--- config.mk ---
export PLATFORM = sky130hd
export DESIGN_NAME = pipeline_stall_controller
export DESIGN_NICKNAME = d
export VERILOG_FILES = /design/src/rtl/pipe_ctrl_pkg.sv /design/src/rtl/muldiv_latency_counter.sv /design/src/rtl/pipeline_stall_controller.sv
export SDC_FILE = /design/constraint.sdc
export NUM_CORES = 1
export LEC_CHECK = 0
export ABC_CLOCK_PERIOD_IN_PS = 1500
export BUFFER_PORTS_ARGS = -buffer_cell sky130_fd_sc_hd__buf_2
export CAP_MARGIN = 20
export CELL_PAD_IN_SITES_DETAIL_PLACEMENT = 1
export CELL_PAD_IN_SITES_GLOBAL_PLACEMENT = 1
export CORE_MARGIN = 2
export CORE_UTILIZATION = 30
export DETAILED_ROUTE_END_ITERATION = 16
export PLACE_DENSITY_LB_ADDON = 0.1
export SLEW_MARGIN = 25
export SYNTH_ARGS = -nofsm -noshare
export SYNTH_HDL_FRONTEND = slang
export SYNTH_SLANG_ARGS = --single-unit
--- constraint.sdc ---
create_clock -name clk -period 1.5 [get_ports clk]
set_input_delay 0.3 -clock clk [delete_from_list [all_inputs] [get_ports clk]]
set_output_delay 0.3 -clock clk [all_outputs]
set_load 0.02 [all_outputs]
--- src/rtl/pipe_ctrl_pkg.sv ---
// Shared types and defaults for the pipeline stall/flush controller.
// Optional perf counters are enabled with PIPE_STALL_PERF_EN.
package pipe_ctrl_pkg;

  typedef enum logic {
    RUN  = 1'b0,
    BUSY = 1'b1
  } state_e;

  localparam logic [1:0] SR_NONE   = 2'd0;
  localparam logic [1:0] SR_MEM    = 2'd1;
  localparam logic [1:0] SR_HILO   = 2'd2;
  localparam logic [1:0] SR_HAZARD = 2'd3;

  localparam int MULT_LAT_DEF = 4;
  localparam int DIV_LAT_DEF  = 32;

endpackage

--- src/rtl/muldiv_latency_counter.sv ---
// Load/decrement latency counter for the mult/div unit.
// done_o flags the final busy cycle (count of one).
module muldiv_latency_counter #(
  parameter int CNT_W = 6
) (
  input  logic             clk,
  input  logic             reset,
  input  logic             load_i,
  input  logic [CNT_W-1:0] load_val_i,
  input  logic             dec_i,
  output logic             done_o
);

  logic [CNT_W-1:0] cnt_q;

  always_ff @(posedge clk) begin
    if (reset) begin
      cnt_q <= '0;
    end else if (load_i) begin
      cnt_q <= load_val_i;
    end else if (dec_i && cnt_q != '0) begin
      cnt_q <= cnt_q - 1'b1;
    end
  end

  assign done_o = (cnt_q == CNT_W'(1));

endmodule

--- src/rtl/pipeline_stall_controller.sv ---
// Prioritised stall/flush sequencer and mult/div busy FSM.
// Perf counters are enabled with PIPE_STALL_PERF_EN.
module pipeline_stall_controller
  import pipe_ctrl_pkg::*;
#(
  parameter int MULT_LAT = MULT_LAT_DEF,
  parameter int DIV_LAT  = DIV_LAT_DEF,
`ifdef PIPE_STALL_PERF_EN
  parameter int PERF_W   = 32,
`endif
  parameter int CNT_W    = 6
) (
  input  logic             clk,
  input  logic             reset,
  input  logic             hazard_stall,
  input  logic             mem_wait,
  input  logic             muldiv_start,
  input  logic             muldiv_is_div,
  input  logic             id_hilo_use,
  input  logic             branch_taken,
  input  logic             jump,
  output logic             pc_freeze,
  output logic             IF_ID_freeze,
  output logic             IF_ID_flush,
  output logic             control_flush,
  output logic             ID_EX_freeze,
  output logic             EX_MEM_freeze,
  output logic             MEM_WB_flush,
  output logic             muldiv_busy,
  output logic             muldiv_done,
`ifdef PIPE_STALL_PERF_EN
  output logic [PERF_W-1:0] perf_stall_cycles,
  output logic [PERF_W-1:0] perf_mem_cycles,
  output logic [PERF_W-1:0] perf_flush_count,
`endif
  output logic [1:0]       stall_reason
);

  state_e state_q;
  logic   busy, cnt_done, done, accept, hilo_stall;
  logic [CNT_W-1:0] lat;

  assign busy   = (state_q == BUSY);
  assign done   = busy & cnt_done;
  assign accept = (state_q == RUN) & muldiv_start & ~mem_wait;
  assign lat    = muldiv_is_div ? CNT_W'(DIV_LAT) : CNT_W'(MULT_LAT);

  muldiv_latency_counter #(.CNT_W(CNT_W)) u_cnt (
    .clk        (clk),
    .reset      (reset),
    .load_i     (accept),
    .load_val_i (lat),
    .dec_i      (busy),
    .done_o     (cnt_done)
  );

  always_ff @(posedge clk) begin
    if (reset) begin
      state_q <= RUN;
    end else begin
      unique case (state_q)
        RUN:  if (accept) state_q <= BUSY;
        BUSY: if (done)   state_q <= RUN;
        default: state_q <= RUN;
      endcase
    end
  end

  // HI/LO is forwarded in the done cycle, so the reader is released there.
  assign hilo_stall = busy & id_hilo_use & ~done;

  always_comb begin
    pc_freeze     = 1'b0;
    IF_ID_freeze  = 1'b0;
    IF_ID_flush   = 1'b0;
    control_flush = 1'b0;
    ID_EX_freeze  = 1'b0;
    EX_MEM_freeze = 1'b0;
    MEM_WB_flush  = 1'b0;
    stall_reason  = SR_NONE;
    if (reset) begin
      stall_reason = SR_NONE;
    end else if (mem_wait) begin
      pc_freeze     = 1'b1;
      IF_ID_freeze  = 1'b1;
      ID_EX_freeze  = 1'b1;
      EX_MEM_freeze = 1'b1;
      MEM_WB_flush  = 1'b1;
      stall_reason  = SR_MEM;
    end else if (hilo_stall || hazard_stall) begin
      pc_freeze     = 1'b1;
      IF_ID_freeze  = 1'b1;
      control_flush = 1'b1;
      stall_reason  = hilo_stall ? SR_HILO : SR_HAZARD;
    end else if (branch_taken || jump) begin
      IF_ID_flush   = 1'b1;
    end
  end

  assign muldiv_busy = busy & ~reset;
  assign muldiv_done = done & ~reset;

  ap_no_start_busy: assert property (
    @(posedge clk) disable iff (reset) busy |-> !muldiv_start);

`ifdef PIPE_STALL_PERF_EN
  logic [PERF_W-1:0] stall_q, mem_q, flush_q;

  always_ff @(posedge clk) begin
    if (reset) begin
      stall_q <= '0;
      mem_q   <= '0;
      flush_q <= '0;
    end else begin
      if (stall_reason != SR_NONE && ~&stall_q) stall_q <= stall_q + 1'b1;
      if (stall_reason == SR_MEM && ~&mem_q)    mem_q   <= mem_q + 1'b1;
      if (IF_ID_flush && ~&flush_q)             flush_q <= flush_q + 1'b1;
    end
  end

  assign perf_stall_cycles = stall_q;
  assign perf_mem_cycles   = mem_q;
  assign perf_flush_count  = flush_q;
`endif

endmodule

Yosys cells after proc, flatten, opt, wreduce, memory -nomap -nowiden
Index checks and enable logic that the tools add are counted.
{"block": "word_totals", "ff_bits": 7, "out_inout_bits": 11, "word_cells": 41}
{"block": "op_classes", "addsub": 1, "eq_ne": 1, "muxes": 21, "bitwise": 11, "reduce_logical": 5}
{"cell": "6-bit 2-to-1 mux", "count": 3}
{"cell": "1-bit 2-to-1 mux", "count": 14}
{"cell": "1-bit bitwise AND", "count": 7}
{"cell": "6-bit by 1-bit equality test with 1-bit output, second input constant", "count": 1}
{"cell": "2-bit 2-to-1 mux", "count": 3}
{"cell": "6-bit nonzero test", "count": 1}
{"cell": "6-bit by 1-bit subtractor with 6-bit output, second input constant", "count": 1}
{"cell": "1-bit inverter", "count": 4}
{"cell": "1-bit logical OR", "count": 2}
{"cell": "1-bit one-hot mux with 2 select lines", "count": 1}
{"cell": "2-bit nonzero test", "count": 1}
{"cell": "1-bit logical AND", "count": 1}

Depth between registers and ports, before layout
{"block": "logic_depth", "ltp_word": 8, "depth_mapped": 6}

Cells and area by module
A second synthesis with hierarchy kept.
{"block": "unflattened", "hier_cells": 72, "hier_area_um2": 589.3}
{"module": "muldiv_latency_counter", "instances": 1, "cells_per_inst": 49, "area_each_um2": 412.9}
{"module": "pipeline_stall_controller", "instances": 1, "cells_per_inst": 23, "area_each_um2": 176.4}

Least setup slack after synthesis
No wires, ideal clock.
{"block": "synth_path", "path_kind": "register to output", "start": "register u_cnt.cnt_q[1]", "end": "output port stall_reason[1]", "t_arrival_ns": 1.718, "path_slack_ns": -0.518, "stages_incl_launch_ff": 7, "path_buffers": 1, "cell_sequence": "dfxtp_1 > inv_1 > ha_1 > nor2b_1 > a21o_1 > a21boi_0 > buf_4"}
{"block": "synth_via", "elab_chain_cells": 8}
{"element": "start: declaration", "line_no": "muldiv_latency_counter.sv:14", "source": "logic [CNT_W-1:0] cnt_q;"}
{"element": "start signal: assignment", "line_no": "muldiv_latency_counter.sv:20", "source": "cnt_q <= load_val_i;"}
{"element": "start signal: assignment", "line_no": "muldiv_latency_counter.sv:22", "source": "cnt_q <= cnt_q - 1'b1;"}
{"element": "6-bit by 1-bit equality test with 1-bit output", "line_no": "muldiv_latency_counter.sv:26", "source": "assign done_o = (cnt_q == CNT_W'(1));"}
{"element": "1-bit bitwise AND", "line_no": "pipeline_stall_controller.sv:44", "source": "assign done = busy & cnt_done;"}
{"element": "1-bit inverter", "line_no": "pipeline_stall_controller.sv:70", "source": "assign hilo_stall = busy & id_hilo_use & ~done;"}
{"element": "1-bit bitwise AND", "line_no": "pipeline_stall_controller.sv:70"}
{"element": "1-bit logical OR", "line_no": "pipeline_stall_controller.sv:90", "source": "end else if (hilo_stall || hazard_stall) begin"}
{"element": "2-bit 2-to-1 mux", "line_no": "pipeline_stall_controller.sv:90"}
{"element": "2-bit 2-to-1 mux", "line_no": "pipeline_stall_controller.sv:83", "source": "end else if (mem_wait) begin"}
{"element": "2-bit 2-to-1 mux", "line_no": "pipeline_stall_controller.sv:81", "source": "if (reset) begin"}
{"element": "end: declaration", "line_no": "pipeline_stall_controller.sv:36", "source": "output logic [1:0] stall_reason"}
Every way passes these cells.

Worst setup path after layout
{"block": "layout_path", "start": "register u_cnt.cnt_q[1]", "end": "output port IF_ID_freeze"}
{"block": "layout_via", "elab_chain_cells": 8}
{"element": "6-bit by 1-bit equality test with 1-bit output", "line_no": "muldiv_latency_counter.sv:26"}
{"element": "1-bit bitwise AND", "line_no": "pipeline_stall_controller.sv:44"}
{"element": "1-bit inverter", "line_no": "pipeline_stall_controller.sv:70"}
{"element": "1-bit bitwise AND", "line_no": "pipeline_stall_controller.sv:70"}
{"element": "1-bit logical OR", "line_no": "pipeline_stall_controller.sv:90"}
{"element": "1-bit 2-to-1 mux", "line_no": "pipeline_stall_controller.sv:90"}
{"element": "1-bit 2-to-1 mux", "line_no": "pipeline_stall_controller.sv:83"}
{"element": "1-bit 2-to-1 mux", "line_no": "pipeline_stall_controller.sv:81"}
{"element": "end: declaration", "line_no": "pipeline_stall_controller.sv:23", "source": "output logic IF_ID_freeze,"}
Every way passes these cells.

==> results.sh <==
export IMPL_layout_setup_ws_ns=-0.2315
export IMPL_fmax_mhz=577.5
export IMPL_area_growth_pct=59.96
export IMPL_path_buf_inv=2
export IMPL_die_h_um=47.18
export IMPL_grt_setup_unrepaired="yes"
export IMPL_rows=15
export IMPL_grt_start_max_net_pins=10
export IMPL_critPathMaxFanout=3
export IMPL_cp_required_ns=1.20
export IMPL_crit_slowest_cell="dfxtp_2"
export IMPL_dr_pass1_iters=3
export IMPL_slew_headroom=0.6664
export IMPL_clock_root_buffer="clkbuf_4"
export IMPL_reg2reg_slack_ns=-0.08
export IMPL_grt_pass1_vias=596
export IMPL_drc=0
export IMPL_grt_use_total=0.1772
export IMPL_dieWidth_um=47.18
export IMPL_rr_worst_depth=8
export IMPL_r2r_start="u_cnt.cnt_q[1]"
export IMPL_worst_pin_slew_ns=0.4935
export IMPL_htree_levels=1
export IMPL_p_total_mw=0.6471
export IMPL_portBuffers=19
export IMPL_drv_slew=0
export IMPL_syn_area_sq_um=559.3
export IMPL_io_pins=20
export IMPL_cts_buffers=3
export IMPL_start_util=0.3204
export IMPL_period_needed_ns=1.732
export IMPL_clk_latency_ns=0.26
export IMPL_synth_seq_cells=7
export IMPL_maxCapViolations=0
export IMPL_drive_gt1_frac=0.6122
export IMPL_fin_util=0.5125
export IMPL_critical_path_class="reg2out"
export IMPL_crit_path_cell_trace="inv_2 -> ha_4 -> nor2b_4 -> a21o_4 -> a31oi_4 -> buf_4"
export IMPL_final_cell_mix="buf_4, buf_2, nor2_1"
export IMPL_hold_violations=0
export IMPL_skew_ns=0.0003277
export IMPL_mostFrequentLayoutCell="buf_4"
export IMPL_overflow=0
export IMPL_vias=600
export IMPL_layout_nets=111
export IMPL_p_leak_nw=0.3867
export IMPL_violations="setup timing"
export IMPL_antenna_found_initial=0
export IMPL_start_kind="register"
export IMPL_yosys_warnings=0
export IMPL_setup_viol=13
export IMPL_gp_congestion=0.7775
export IMPL_crit_path_max_incr_delay_ns=0.33
export IMPL_status="complete, but fails checks"
export IMPL_grt_pass1_wl_um=2677
export IMPL_syn_num_nets=78
export IMPL_cp_depth=6
export IMPL_path_clk_slew_ns=0.06
export IMPL_synth_seq_area_share=0.2506
export IMPL_antenna_cells=0
export IMPL_cpLargestDelayFamily="compound AO/OA/AOI/OAI gates"
export IMPL_routed_wl_um=1641
export IMPL_dp_slack_ns=-0.06557
export IMPL_ir_worst_vdd_uv=544.5
export IMPL_die_area_sq_um=2225
export IMPL_synth_edff_count=0
export IMPL_clockBufferDepth=2
export IMPL_drtAntennaViolNets=0
export IMPL_syn_inst=66
export IMPL_via_per_inst=4.878
export IMPL_p_per_area_nw_per_um2=723.4
export IMPL_endpoint_kind="primary output"
export IMPL_cts_tree="built"
export IMPL_avgSynthCellArea_sq_um=8.474
export IMPL_setup_tns_ns=-1.673
export IMPL_crit_start="u_cnt.cnt_q[1]"
export IMPL_hold_depth=2
export IMPL_synthDistinctLibCells=35
export IMPL_clock_sinks=7
export IMPL_worstReg2RegEnd="u_cnt.cnt_q[1]"
export IMPL_drtIter0Drc=3
export IMPL_crit_arrival_ns=1.43
export IMPL_coreArea_sq_um=1745
export IMPL_synth_ff_type="dfxtp_1"
export IMPL_async_flop_share=0
export IMPL_dp_hpwl_um=1339
export IMPL_cp_endpoint="IF_ID_freeze"
export IMPL_nFillCells=230
export IMPL_wl_per_cell_um=13.34
export IMPL_period_share=1.154
export IMPL_hp_class="in2reg"
## kinds of logic (layout without fill, tap and decap cells)
family / after synthesis / in the layout / synth area share
AND/OR/NAND/NOR: 23 / 23 / 0.2528
AO/OA/AOI/OAI: 18 / 18 / 0.2617
buffers and inverters: 13 / 45 / 0.1275
flip-flops: 7 / 7 / 0.2506
adder cells (fa/ha/maj): 3 / 3 / 0.06712
multiplexers: 2 / 2 / 0.04027
## layout make-up
cell class	instances	area [sq um]	area share
Clock buffer	4	26.28	0.02937
Inverter	7	26.28	0.02937
Multi-Input combinational cell	46	430.4	0.4811
Sequential cell	7	143.9	0.1608
Tap cell	25	31.28	0.03497
Timing Repair Buffer	34	236.5	0.2643
## sequential cells by signal, indices dropped and copies added (netlist names)
register,cells
busy,1
u_cnt.cnt_q,6
## how the worst min path moves through the flow
stage                      to  slack [ns]           from
3_3_place_gp   u_cnt.cnt_q[2]        0.53  muldiv_is_div
6_report       u_cnt.cnt_q[2]        0.25  muldiv_is_div
3_5_place_dp   u_cnt.cnt_q[2]        0.53  muldiv_is_div
4_1_cts        u_cnt.cnt_q[2]        0.25  muldiv_is_div
2_1_floorplan  u_cnt.cnt_q[2]        0.41  muldiv_is_div
5_1_grt        u_cnt.cnt_q[2]        0.26  muldiv_is_div
## worst reg2reg max path, stage by stage (launching register included)
cell	delay, ns
dfxtp_2	0.32
inv_2	0.07
buf_4	0.10
buf_4	0.09
buf_4	0.11
ha_2	0.17
nand2b_1	0.09
o21ai_2	0.18
mux2_2	0.35
## repair_timing
item                       CTS  global route
hold buffers                 0             0
pin swaps                    3             2
setup endpoints to repair    7            13
gates cloned                 0             0
buffers inserted             2             1
resized for setup           14             3
## metal layers
layer / part of all wire / GRT usage
met2: 0.51 / 0.2822
met1: 0.43 / 0.2225
met3: 0.044 / 0.05769
met4: 0.015 / 0.06667
met5: 0 / 0
## cells in the mapped netlist (2+ instances only)
master,instances,area [sq um]
inv_1,7,26.28
nand2_1,3,11.26
nor3_1,3,15.01
a211oi_1,2,15.01
buf_4,4,30.03
ha_1,3,37.54
a21oi_1,3,15.01
mux2_2,2,22.52
dfxtp_1,7,140.1
nor2_1,7,26.28
## per-stage QoR
stage	hold WS, ns	cell area (sq um)	cells
2_1_floorplan	0.4118	625.6	66
3_3_place_gp	0.5314	789.5	116
3_5_place_dp	0.5281	789.5	116
4_1_cts	0.2460	875.8	122
5_1_grt	0.2638	894.6	123
6_report	0.2522	894.6	123
## where the power goes
part | leakage [nW] | internal, mW | switching, mW | total [mW]
sequential | 0.0584 | 0.200 | 0.0179 | 0.218
clock | 0.0150 | 0.102 | 0.0841 | 0.187
combinational | 0.313 | 0.123 | 0.119 | 0.242
total | 0.387 | 0.426 | 0.221 | 0.647
(Power assumes the default switching activity.)
